$ cat src/rtl/game_pkg.sv
// ----------------------------------------------------------------------------
// game_pkg
// Shared types and constants for the invader game controller.
//   game_state_t      : IDLE=0, PLAY=1, WIN=2, LOSE=3
//   ROW_POINTS_*      : BCD points awarded per row (row 0 = 30, row 1 = 20,
//                       any lower row = 10)
//   BCD_SAT           : saturation value of the four-digit BCD score
//   SPEED_TH_*        : alive-count thresholds for the formation speed index
//   row_points()      : row index -> BCD points
//   speed_from_count(): alive count -> speed index 0..4
// ----------------------------------------------------------------------------
package game_pkg;

    typedef enum logic [1:0] {
        IDLE = 2'd0,
        PLAY = 2'd1,
        WIN  = 2'd2,
        LOSE = 2'd3
    } game_state_t;

    localparam logic [7:0]  ROW_POINTS_0 = 8'h30;
    localparam logic [7:0]  ROW_POINTS_1 = 8'h20;
    localparam logic [7:0]  ROW_POINTS_N = 8'h10;

    localparam logic [15:0] BCD_SAT = 16'h9999;

    localparam int unsigned SPEED_TH_0 = 24;
    localparam int unsigned SPEED_TH_1 = 16;
    localparam int unsigned SPEED_TH_2 = 8;
    localparam int unsigned SPEED_TH_3 = 2;

    function automatic logic [7:0] row_points(input logic [1:0] row);
        case (row)
            2'd0:    return ROW_POINTS_0;
            2'd1:    return ROW_POINTS_1;
            default: return ROW_POINTS_N;
        endcase
    endfunction

    // Fewer survivors -> faster formation; one and zero share the top speed.
    function automatic logic [2:0] speed_from_count(input int unsigned cnt);
        if (cnt >= SPEED_TH_0)      return 3'd0;
        else if (cnt >= SPEED_TH_1) return 3'd1;
        else if (cnt >= SPEED_TH_2) return 3'd2;
        else if (cnt >= SPEED_TH_3) return 3'd3;
        else                        return 3'd4;
    endfunction

endpackage

$ cat src/rtl/bcd_add4.sv
// ----------------------------------------------------------------------------
// bcd_add4
// Combinational four-digit BCD adder: 16-bit BCD plus 8-bit BCD, saturating
// at 0x9999 when the top digit carries out. Inputs are assumed to be valid
// BCD.
// Ports:
//   a   [15:0] in  : four packed BCD digits
//   b   [7:0]  in  : two packed BCD digits
//   sum [15:0] out : saturated BCD sum
// ----------------------------------------------------------------------------
module bcd_add4
    import game_pkg::*;
(
    input  logic [15:0] a,
    input  logic [7:0]  b,
    output logic [15:0] sum
);

    function automatic logic [15:0] sat_bcd(input logic [15:0] raw, input logic ovf);
        return ovf ? BCD_SAT : raw;
    endfunction

    logic [15:0] b_ext;
    logic [15:0] raw;
    logic        carry;
    logic [4:0]  digit;

    assign b_ext = {8'h00, b};

    always_comb begin
        raw   = '0;
        carry = 1'b0;
        digit = '0;
        for (int i = 0; i < 4; i++) begin
            digit = {1'b0, a[4*i +: 4]} + {1'b0, b_ext[4*i +: 4]} + {4'b0000, carry};
            if (digit > 5'd9) begin
                raw[4*i +: 4] = 4'(digit - 5'd10);
                carry         = 1'b1;
            end else begin
                raw[4*i +: 4] = digit[3:0];
                carry         = 1'b0;
            end
        end
        sum = sat_bcd(raw, carry);
    end

endmodule

$ cat src/rtl/game_state_ctl.sv
// ----------------------------------------------------------------------------
// game_state_ctl
// Top-level game controller: IDLE/PLAY/WIN/LOSE sequencing, per-invader alive
// bitmap, BCD score and (optionally) formation speed index.
// Parameters:
//   NUM_INVADERS : invaders per row
//   NUM_ROWS     : invader rows
//   HOLD_FRAMES  : frame_tick pulses spent in WIN/LOSE before returning to IDLE
// Ports:
//   clk             in  : pixel clock
//   rst             in  : synchronous reset, active low
//   frame_tick      in  : one-cycle pulse per frame
//   start           in  : shoot-button level; only its rising edge acts
//   hit_valid       in  : one-cycle bullet-hit pulse
//   hit_row   [1:0] in  : hit row, 0 = top
//   hit_col   [3:0] in  : hit column
//   invaders_landed in  : formation reached the player row (level)
//   alive     [R*N-1:0] out : alive bitmap, bit r*NUM_INVADERS+c = invader (r,c)
//   game_state[1:0] out : IDLE=0, PLAY=1, WIN=2, LOSE=3
//   score    [15:0] out : four packed BCD digits
//   speed_level[2:0] out: formation speed index
// Configuration:
//   GAME_SPEEDUP_EN : when defined, speed_level is registered from the alive
//                     popcount; otherwise it is tied to 0.
// ----------------------------------------------------------------------------
module game_state_ctl
    import game_pkg::*;
#(
    parameter int NUM_INVADERS = 10,
    parameter int NUM_ROWS     = 3,
    parameter int HOLD_FRAMES  = 120
) (
    input  logic                           clk,
    input  logic                           rst,
    input  logic                           frame_tick,
    input  logic                           start,
    input  logic                           hit_valid,
    input  logic [1:0]                     hit_row,
    input  logic [3:0]                     hit_col,
    input  logic                           invaders_landed,
    output logic [NUM_ROWS*NUM_INVADERS-1:0] alive,
    output logic [1:0]                     game_state,
    output logic [15:0]                    score,
    output logic [2:0]                     speed_level
);

    localparam int N_TOT  = NUM_ROWS * NUM_INVADERS;
    localparam int HOLD_W = $clog2(HOLD_FRAMES + 1);
    localparam logic [N_TOT-1:0]  ALL_ALIVE = '1;
    localparam logic [HOLD_W-1:0] HOLD_LAST = HOLD_W'(HOLD_FRAMES - 1);

    game_state_t       state_q, state_d;
    logic [N_TOT-1:0]  alive_q, alive_d;
    logic [15:0]       score_q, score_d;
    logic [HOLD_W-1:0] hold_q, hold_d;
    logic              start_p0;

    logic              start_edge;
    logic [31:0]       row_ext, col_ext, hit_idx;
    logic              in_range;
    logic [N_TOT-1:0]  hit_mask;
    logic              hit_ok;
    logic              kill_last;
    logic [7:0]        hit_points;
    logic [15:0]       score_sum;

    assign start_edge = start & ~start_p0;

    // Range is checked before the mask is used, so an out-of-range index
    // that shifts the one-hot bit off the end can never be accepted.
    assign row_ext  = 32'(hit_row);
    assign col_ext  = 32'(hit_col);
    assign hit_idx  = row_ext * NUM_INVADERS + col_ext;
    assign in_range = (row_ext < NUM_ROWS) && (col_ext < NUM_INVADERS);
    assign hit_mask = {{(N_TOT-1){1'b0}}, 1'b1} << hit_idx;
    assign hit_ok   = hit_valid && (state_q == PLAY) && in_range && |(alive_q & hit_mask);
    assign kill_last = hit_ok && ((alive_q & ~hit_mask) == '0);

    assign hit_points = row_points(hit_row);

    bcd_add4 u_bcd_add4 (
        .a   (score_q),
        .b   (hit_points),
        .sum (score_sum)
    );

    always_comb begin
        state_d = state_q;
        alive_d = alive_q;
        score_d = score_q;
        hold_d  = hold_q;
        case (state_q)
            IDLE: begin
                hold_d = '0;
                if (start_edge) begin
                    state_d = PLAY;
                    alive_d = ALL_ALIVE;
                    score_d = '0;
                end
            end
            PLAY: begin
                hold_d = '0;
                if (hit_ok) begin
                    alive_d = alive_q & ~hit_mask;
                    score_d = score_sum;
                end
                // An empty field wins over landing; a last-invader kill in the
                // same cycle as landing suppresses LOSE so WIN follows next.
                if (alive_q == '0) begin
                    state_d = WIN;
                end else if (invaders_landed && !kill_last) begin
                    state_d = LOSE;
                end
            end
            WIN, LOSE: begin
                if (frame_tick) begin
                    if (hold_q == HOLD_LAST) begin
                        state_d = IDLE;
                        alive_d = ALL_ALIVE;
                        hold_d  = '0;
                    end else begin
                        hold_d = hold_q + 1'b1;
                    end
                end
            end
            default: state_d = IDLE;
        endcase
    end

    always_ff @(posedge clk) begin
        if (!rst) begin
            state_q  <= IDLE;
            alive_q  <= ALL_ALIVE;
            score_q  <= '0;
            hold_q   <= '0;
            start_p0 <= 1'b0;
        end else begin
            state_q  <= state_d;
            alive_q  <= alive_d;
            score_q  <= score_d;
            hold_q   <= hold_d;
            start_p0 <= start;
        end
    end

    assign alive      = alive_q;
    assign game_state = state_q;
    assign score      = score_q;

`ifdef GAME_SPEEDUP_EN
    localparam int CNT_W = $clog2(N_TOT + 1);

    logic [CNT_W-1:0] pop_cnt;
    logic [2:0]       speed_p1;

    always_comb begin
        pop_cnt = '0;
        for (int i = 0; i < N_TOT; i++) begin
            pop_cnt = pop_cnt + CNT_W'(alive_q[i]);
        end
    end

    // Speed stage: follows the registered bitmap one cycle later.
    always_ff @(posedge clk) begin
        if (!rst) begin
            speed_p1 <= 3'd0;
        end else begin
            speed_p1 <= speed_from_count(32'(pop_cnt));
        end
    end

    assign speed_level = speed_p1;
`else
    assign speed_level = 3'd0;
`endif

endmodule

$ cat config.mk
export PLATFORM = sky130hd
export DESIGN_NAME = game_state_ctl
export DESIGN_NICKNAME = d
export VERILOG_FILES = /design/src/rtl/game_pkg.sv /design/src/rtl/bcd_add4.sv /design/src/rtl/game_state_ctl.sv
export SDC_FILE = /design/constraint.sdc
export NUM_CORES = 1
export LEC_CHECK = 0
export BUFFER_PORTS_ARGS = -buffer_cell sky130_fd_sc_hd__buf_4
export CELL_PAD_IN_SITES_DETAIL_PLACEMENT = 1
export CELL_PAD_IN_SITES_GLOBAL_PLACEMENT = 1
export CORE_MARGIN = 3
export CORE_UTILIZATION = 46
export CTS_CLUSTER_SIZE = 14
export DETAILED_ROUTE_END_ITERATION = 12
export PLACE_DENSITY = 0.94
export SKIP_LAST_GASP = 1
export SLEW_MARGIN = 20
export SYNTH_ARGS = -nofsm -noshare
export SYNTH_HDL_FRONTEND = slang
export SYNTH_HIERARCHICAL = 1
export SYNTH_SLANG_ARGS = --single-unit
$ cat constraint.sdc
create_clock -name clk -period 13.2 [get_ports clk]
set_clock_uncertainty 0.15 [all_clocks]
set_input_delay 2.64 -clock clk [delete_from_list [all_inputs] [get_ports clk]]
set_output_delay 2.64 -clock clk [all_outputs]
set_load 0.05 [all_outputs]
After elaboration in Yosys (flattened, before gate mapping)
Index checks and enable logic that the tools add are counted.
Word-level totals
  bits in registers: 56
  bits of input ports: 12
  output and inout port bits: 51
  word-level logic and storage cells: 84
Operators by class
  muxes and demuxes: 27
  bitwise logic cells: 5
  add/sub/neg operators: 11
  $mul: 1
  equal/unequal tests: 10
  shift-type cells: 1
  magnitude comparators: 6
  reductions and logical operators: 18
Operators by type and width (count)
  30-bit 2-to-1 mux: 4
  30-bit case mux with 3 select lines: 1
  30-bit AND: 2
  30-bit logical NOT: 2
  16-bit 2-to-1 mux: 3
  16-bit case mux with 2 select lines: 1
  30-bit NOT: 1
  30-bit OR reduction: 1
  1-bit by 7-bit left shift with 30-bit output (first input constant): 1
  5-bit by 4-bit > comparator with 1-bit output (second input constant): 4
  4-bit 2-to-1 mux: 4
  4-bit subtractor (second input constant): 4
  7-bit 2-to-1 mux: 2
  7-bit case mux with 2 select lines: 1
  6-bit case mux with 2 select lines: 1
  4-bit by 1-bit adder with 5-bit output: 2
  2-bit 2-to-1 mux: 5
  2-bit != test (second input constant): 4
  4-bit AND reduction: 2
  6-bit by 4-bit adder with 7-bit output: 1
  7-bit by 1-bit adder with 7-bit output (second input constant): 1
  7-bit equality test (second input constant): 1
  1-bit logical AND: 6
  2-bit case mux with 3 select lines: 1
  other kinds (17): 24

Depth between registers and ports, before layout
  depth in word-level cells: 17
  depth in mapped cells: 26
  depth with buffers taken out: 24

Cells and area by module
The synthesis kept the hierarchy.
Modules (own cells, without submodules)
  game_state_ctl: instances 1, area each 3101.7 um^2, cells each 364, sequential area each 1121.1 um^2
  bcd_add4: instances 1, area each 1037.2 um^2, cells each 146, sequential area each 0.0 um^2

Worst setup path before layout
Ideal clock, no wire load.
  path kind: input -> register
  from: in hit_row[1]
  to: reg score_q[3], in the netlist score[3]
  arrival: 6826 ps
  setup time: 117 ps
  slack: 6107 ps
  stages: 22
  data required time: 12933 ps
  buffers on the path: 2
  path through: inv_2 nand2_1 inv_1 fa_1 inv_1 fa_1 inv_1 and2_1 o21ai_0 ha_1 ha_1 clkbuf_1 nor4bb_1 nor3_1 ha_1 ha_1 or2_2 a21oi_1 or2_2 clkbuf_1 o311ai_0 a22o_1
Between the ends
  cells in the longest elaborated chain, start to end: 15
  elaborated cells on any way between the ends: 27
  classes of those cells: 5 x add/sub; 1 x mul; 4 x order compare; 2 x eq/ne; 1 x shift; 7 x mux; 1 x bitwise; 6 x reduce/logical
Ends and longest elaborated chain
  from (decl): line game_state_ctl.sv:38  | input logic [1:0] hit_row,
  2-bit by 1-bit equality test with 1-bit output / 2-bit logical NOT (equally long branches): line game_pkg.sv:33  | case (row)
  6-bit case mux with 2 select lines (*): line game_pkg.sv:33
  via hit_points[4]: line game_state_ctl.sv:64  | logic [7:0] hit_points;
  4-bit by 2-bit adder with 5-bit output (*): line bcd_add4.sv:35  | digit = {1'b0, a[4*i +: 4]} + {1'b0, b_ext[4*i +: 4]} + {4'b0000, carry};
  5-bit by 1-bit adder with 5-bit output (*): line bcd_add4.sv:35
  5-bit by 4-bit > comparator with 1-bit output (*): line bcd_add4.sv:36  | if (digit > 5'd9) begin
  1-bit 2-to-1 mux (*): line bcd_add4.sv:36
  4-bit by 1-bit adder with 5-bit output (*): line bcd_add4.sv:35
  5-bit by 4-bit > comparator with 1-bit output (*): line bcd_add4.sv:36
  1-bit 2-to-1 mux (*): line bcd_add4.sv:36
  4-bit by 1-bit adder with 5-bit output (*): line bcd_add4.sv:35
  5-bit by 4-bit > comparator with 1-bit output (*): line bcd_add4.sv:36
  1-bit 2-to-1 mux (*): line bcd_add4.sv:36
  16-bit 2-to-1 mux (*): line bcd_add4.sv:20  | return ovf ? BCD_SAT : raw;
  via score_sum[3]: line game_state_ctl.sv:65  | logic [15:0] score_sum;
  16-bit 2-to-1 mux (*): line game_state_ctl.sv:103  | if (hit_ok) begin
  16-bit case mux with 2 select lines (*): line game_state_ctl.sv:92  | case (state_q)
  to (signal assigned): line game_state_ctl.sv:140  | score_q <= score_d;
  to (decl): line game_state_ctl.sv:54  | logic [15:0] score_q, score_d;
Mark *: on every way through the listed nets, which the timed path passes. The rest lies on a longest branch. The select of a mux whose other input is x is not followed.
A chain may end at the register's enable or synchronous reset.

Worst setup path in the final report
  from: in hit_row[1]
  to: reg score_q[11], in the netlist score[11]
Between the ends
  cells in the longest elaborated chain, start to end: 15
  elaborated cells on any way between the ends: 29
  classes of those cells: 6 x add/sub; 1 x mul; 4 x order compare; 2 x eq/ne; 1 x shift; 8 x mux; 1 x bitwise; 6 x reduce/logical
Ends and longest elaborated chain (line)
  2-bit by 1-bit equality test with 1-bit output / 2-bit logical NOT (equally long branches): game_pkg.sv:33
  6-bit case mux with 2 select lines (*): game_pkg.sv:33
  via hit_points[4]: game_state_ctl.sv:64
  4-bit by 2-bit adder with 5-bit output (*): bcd_add4.sv:35
  5-bit by 1-bit adder with 5-bit output (*): bcd_add4.sv:35
  5-bit by 4-bit > comparator with 1-bit output (*): bcd_add4.sv:36
  1-bit 2-to-1 mux (*): bcd_add4.sv:36
  4-bit by 1-bit adder with 5-bit output (*): bcd_add4.sv:35
  5-bit by 4-bit > comparator with 1-bit output: bcd_add4.sv:36
  1-bit 2-to-1 mux: bcd_add4.sv:36
  4-bit by 1-bit adder with 5-bit output: bcd_add4.sv:35
  5-bit by 4-bit > comparator with 1-bit output: bcd_add4.sv:36
  1-bit 2-to-1 mux: bcd_add4.sv:36
  16-bit 2-to-1 mux (*): bcd_add4.sv:20
  via score_sum[11]: game_state_ctl.sv:65
  16-bit 2-to-1 mux (*): game_state_ctl.sv:103
  16-bit case mux with 2 select lines (*): game_state_ctl.sv:92
Marks and branches as above.

==> flow_metrics.py <==
metrics = {
    "clocking": {
        "numCtsBuffers": 5,
        "cts.sinks": 56,
        "clk_path_buf_depth": 2,
        "cts_tree": "yes",
        "clk_latency_ns": 0.32,
        "htreeDepth": 2,
        "hold_buffers": 0,
        "root_buffer": "clkbuf_8",
        "cts_resized": 0,
        "cts_setup_buffers": 0,
        "clk_pin_slew_worst_paths_ns": 0.10,
    },
    "timing": {
        "min_period_ns": 7.454,
        "fmaxAchievable_mhz": 134.2,
        "timing.setup.tns_ns": 0,
        "rsz0062_at_grt": "no",
        "setup_viol": 0,
        "hold_viol": 0,
        "slew_violations": 0,
        "setup_slack_ns": 5.746,
        "slew_headroom": 0.3265,
        "period_share": 0.5647,
        "worst_pin_slew_ns": 1.009,
    },
    "route": {
        "antenna_left": 0,
        "met1_length_um": 6060,
        "postRouteWirelength_um": 14130,
        "wl_per_cell_um": 21.22,
        "dr.pass1.iters": 5,
        "viasPerCell": 6.658,
        "drt_iter0_markers": 323,
        "route.met3.wl_um": 1162,
        "wl_met2_um": 6483,
        "vias": 4434,
        "top_layer_used": "met4",
        "drc_errors": 0,
    },
    "critical_path": {
        "path_class": "primary input to register",
        "rr_endpoint": "score[11]",
        "crit_path_end_kind": "register",
        "worst_path_most_repeated_cell": "ha_1",
        "worstRegToRegCells": 21,
        "cp.required_ns": 13.27,
        "r2r-start": "score[2]",
        "cp_cell_sequence": "buf_4 -> inv_2 -> nand2_1 -> inv_1 -> fa_1 -> inv_1 -> fa_1 -> a21o_2 -> a21oi_1 -> o21ai_0 -> ha_1 -> ha_1 -> nor4bb_1 -> nor3_1 -> ha_1 -> ha_1 -> or2_2 -> a21oi_1 -> nor2_1 -> a311o_1 -> a22o_1",
        "arrival_ns": 7.52,
        "cp_num_buf_inv": 4,
        "slowest_stage": "nor4bb_1",
        "cp_max_fo": 8,
        "slowest_delay_ns": 0.63,
        "start_kind": "primary input",
        "r2r_slack_ns": 7.02,
        "crit_family": "adder cells",
    },
    "pwr": {
        "ir_worst_vdd_v": 0.00004647,
        "p_leak_uw": 0.001826,
        "p_per_area_nw_per_um2": 86.64,
    },
    "yosys": {
        "synthCells": 510,
        "synth_edf_count": 0,
        "syn-cell-area_um2": 4139,
        "syn_avg_cell_area_um2": 8.116,
        "synth_cell_types": 83,
        "synth-seq-cells": 56,
        "ys_seq_area_frac": 0.2709,
        "async_flop_share": 0,
        "synth_ff_type": "dfxtp_1",
        "yosys_warnings": 6,
    },
    "global_route": {
        "grt_max_degree": 30,
        "grt_pass1_vias": 4403,
        "grt_usage": 0.2788,
        "grt_pass1_wl_um": 22740,
        "antenna_found_initial": 0,
        "grt_overflow": 0,
    },
    "worst_hold_path": {
        "holdPathStages": 2,
        "min_to": "hold_q[6]",
        "holdCritStartpoint": "hold_q[6]",
        "hp-class": "register to register",
    },
    "run_status": {
        "outcome": "completed",
    },
    "floorplan": {
        "fp.dieH_um": 100.9,
        "fp.dieW_um": 100.9,
        "io_pins": 63,
        "core_area_um2": 8464,
        "initial_utilization": 0.4890,
        "num_rows": 33,
        "die_area_um2": 10170,
    },
    "place": {
        "hpwl_um": 10490,
        "portBuffers": 59,
        "gp_congestion": 0.9952,
        "dp_slack_ns": 5.432,
    },
    "final_layout": {
        "antenna_cells": 0,
        "num-fill-cells": 1058,
        "drive_gt1_frac": 0.1676,
        "syn_to_final_growth_pct": 14.33,
        "nNetsFinal": 594,
    },
    "run": {
        "cap_violations": 0,
    },
}
[worst max-delay path by stage]
stage	startpoint	slack, ns	depth (start not counted)	endpoint
global placement	hit_row[1]	5.89	21	score[11]
detailed placement	hit_row[1]	5.43	21	score[11]
finish	hit_row[1]	5.75	21	score[11]
CTS	hit_row[1]	5.77	21	score[11]
floorplan	hit_row[1]	6.11	22	score[3]
global route	hit_row[1]	5.38	21	score[11]
[cells in the final DEF, fill, tap and decap left out, types with 12 or more instances in the layout]
| master | instances |
|---|---|
| nor2_1 | 59 |
| nand3_1 | 15 |
| a21oi_1 | 34 |
| o21ai_0 | 17 |
| inv_1 | 26 |
| buf_4 | 60 |
| dfxtp_1 | 56 |
| nand2_1 | 25 |
| ha_1 | 18 |
| a22o_1 | 16 |
| nor3_1 | 12 |
| nand2b_1 | 18 |
[cell families (layout without fill, tap and decap cells)]
group                      after synthesis  after routing  share of synthesized area
other                                    1             10                  0.0009060
buffers and inverters                   54             96                    0.05925
xor gates and xnor gates                 8              8                    0.01874
DFF                                     56             56                     0.2709
muxes                                   11             11                    0.03083
and+or+nand+nor                        198            198                     0.2567
AOI/OAI and AO/OA                      160            160                     0.2890
adders and majority gates               22             22                    0.07376
[per-stage QoR]
step	utilization	cell area (um^2)	instances	hold slack (ns)	total power [uW]
finish	0.5591	4732	666	0.3570	410.0
global route	0.5591	4732	666	0.3870	427.7
CTS	0.5582	4725	666	0.3600	406.5
detailed placement	0.5455	4617	658	0.3432	293.2
global placement	0.5455	4617	658	0.3154	288.4
floorplan	-	4173	519	0.3030	265.1
[flip-flops by register name (all words and copies together), names as in the netlist]
name        cells
score          16
alive          30
hold_q          7
game_state      2
start_p0        1
[routing by layer]
metal  track usage  vias to the layer above
met1        0.3908                     2157
met2        0.4354                      215
met3       0.04913                       49
li1              -                     2013
met5             0                        -
met4       0.08497                        0
[worst reg2reg max path: stages (launching register included)]
cell and delay, ns:
dfxtp_1 0.35, ha_1 0.40, xor2_1 0.32, nand2_1 0.16, a21oi_1 0.21, fa_1 0.26, inv_1 0.08, fa_1 0.46
a21o_2 0.23, a21oi_1 0.29, o21ai_0 0.15, ha_1 0.25, ha_1 0.30, nor4bb_1 0.63, nor3_1 0.15, ha_1 0.27
ha_1 0.32, or2_2 0.28, a21oi_1 0.17, nor2_1 0.16, a311o_1 0.30, a22o_1 0.20
[power breakdown]
| group | switching, uW | leakage (uW) | total (uW) | internal [uW] |
|---|---|---|---|---|
| Clock | 59.4 | 0.0000552 | 116 | 56.5 |
| Combinational | 81.5 | 0.00132 | 121 | 39.2 |
| Sequential | 2.75 | 0.000453 | 173 | 171 |
| Total | 144 | 0.00183 | 410 | 266 |
[synth_stat cells (all sizes together) (4+ instances only)]
cell type / number / area (um^2)
nor3: 13 / 76.33
o21ai: 20 / 100.1
nand2: 26 / 105.1
nor4: 11 / 68.82
o32ai: 7 / 61.31
a211oi: 4 / 35.03
nand3: 15 / 75.07
buf: 16 / 98.84
or2: 5 / 31.28
nor2b: 4 / 25.02
nor4bb: 4 / 40.04
a31oi: 10 / 62.56
and3: 6 / 37.54
nand2b: 18 / 112.6
a22o: 16 / 140.1
a41oi: 8 / 70.07
dfxtp: 56 / 1121
clkbuf: 10 / 38.78
nor2: 60 / 227.7
nand4: 9 / 56.30
and2: 5 / 31.28
o31ai: 8 / 73.82
mux2i: 6 / 60.06
mux2: 4 / 45.04
ha: 18 / 225.2
a211o: 5 / 43.79
or3: 4 / 25.02
xnor2: 6 / 60.06
a21oi: 36 / 187.7
o21a: 7 / 52.55
inv: 28 / 107.6
fa: 4 / 80.08
[final cells by class]
class,instances,area [um^2],share of cell area
Clock buffer,6,72.57,0.01534
Clock inverter,2,35.03,0.007403
Inverter,28,107.6,0.02274
Multi-Input combinational cell,409,2814,0.5947
Sequential cell,56,1121,0.2369
Tap cell,105,131.4,0.02776
Timing Repair Buffer,60,450.4,0.09519
No activity file was read; power rests on OpenSTA's default activity.
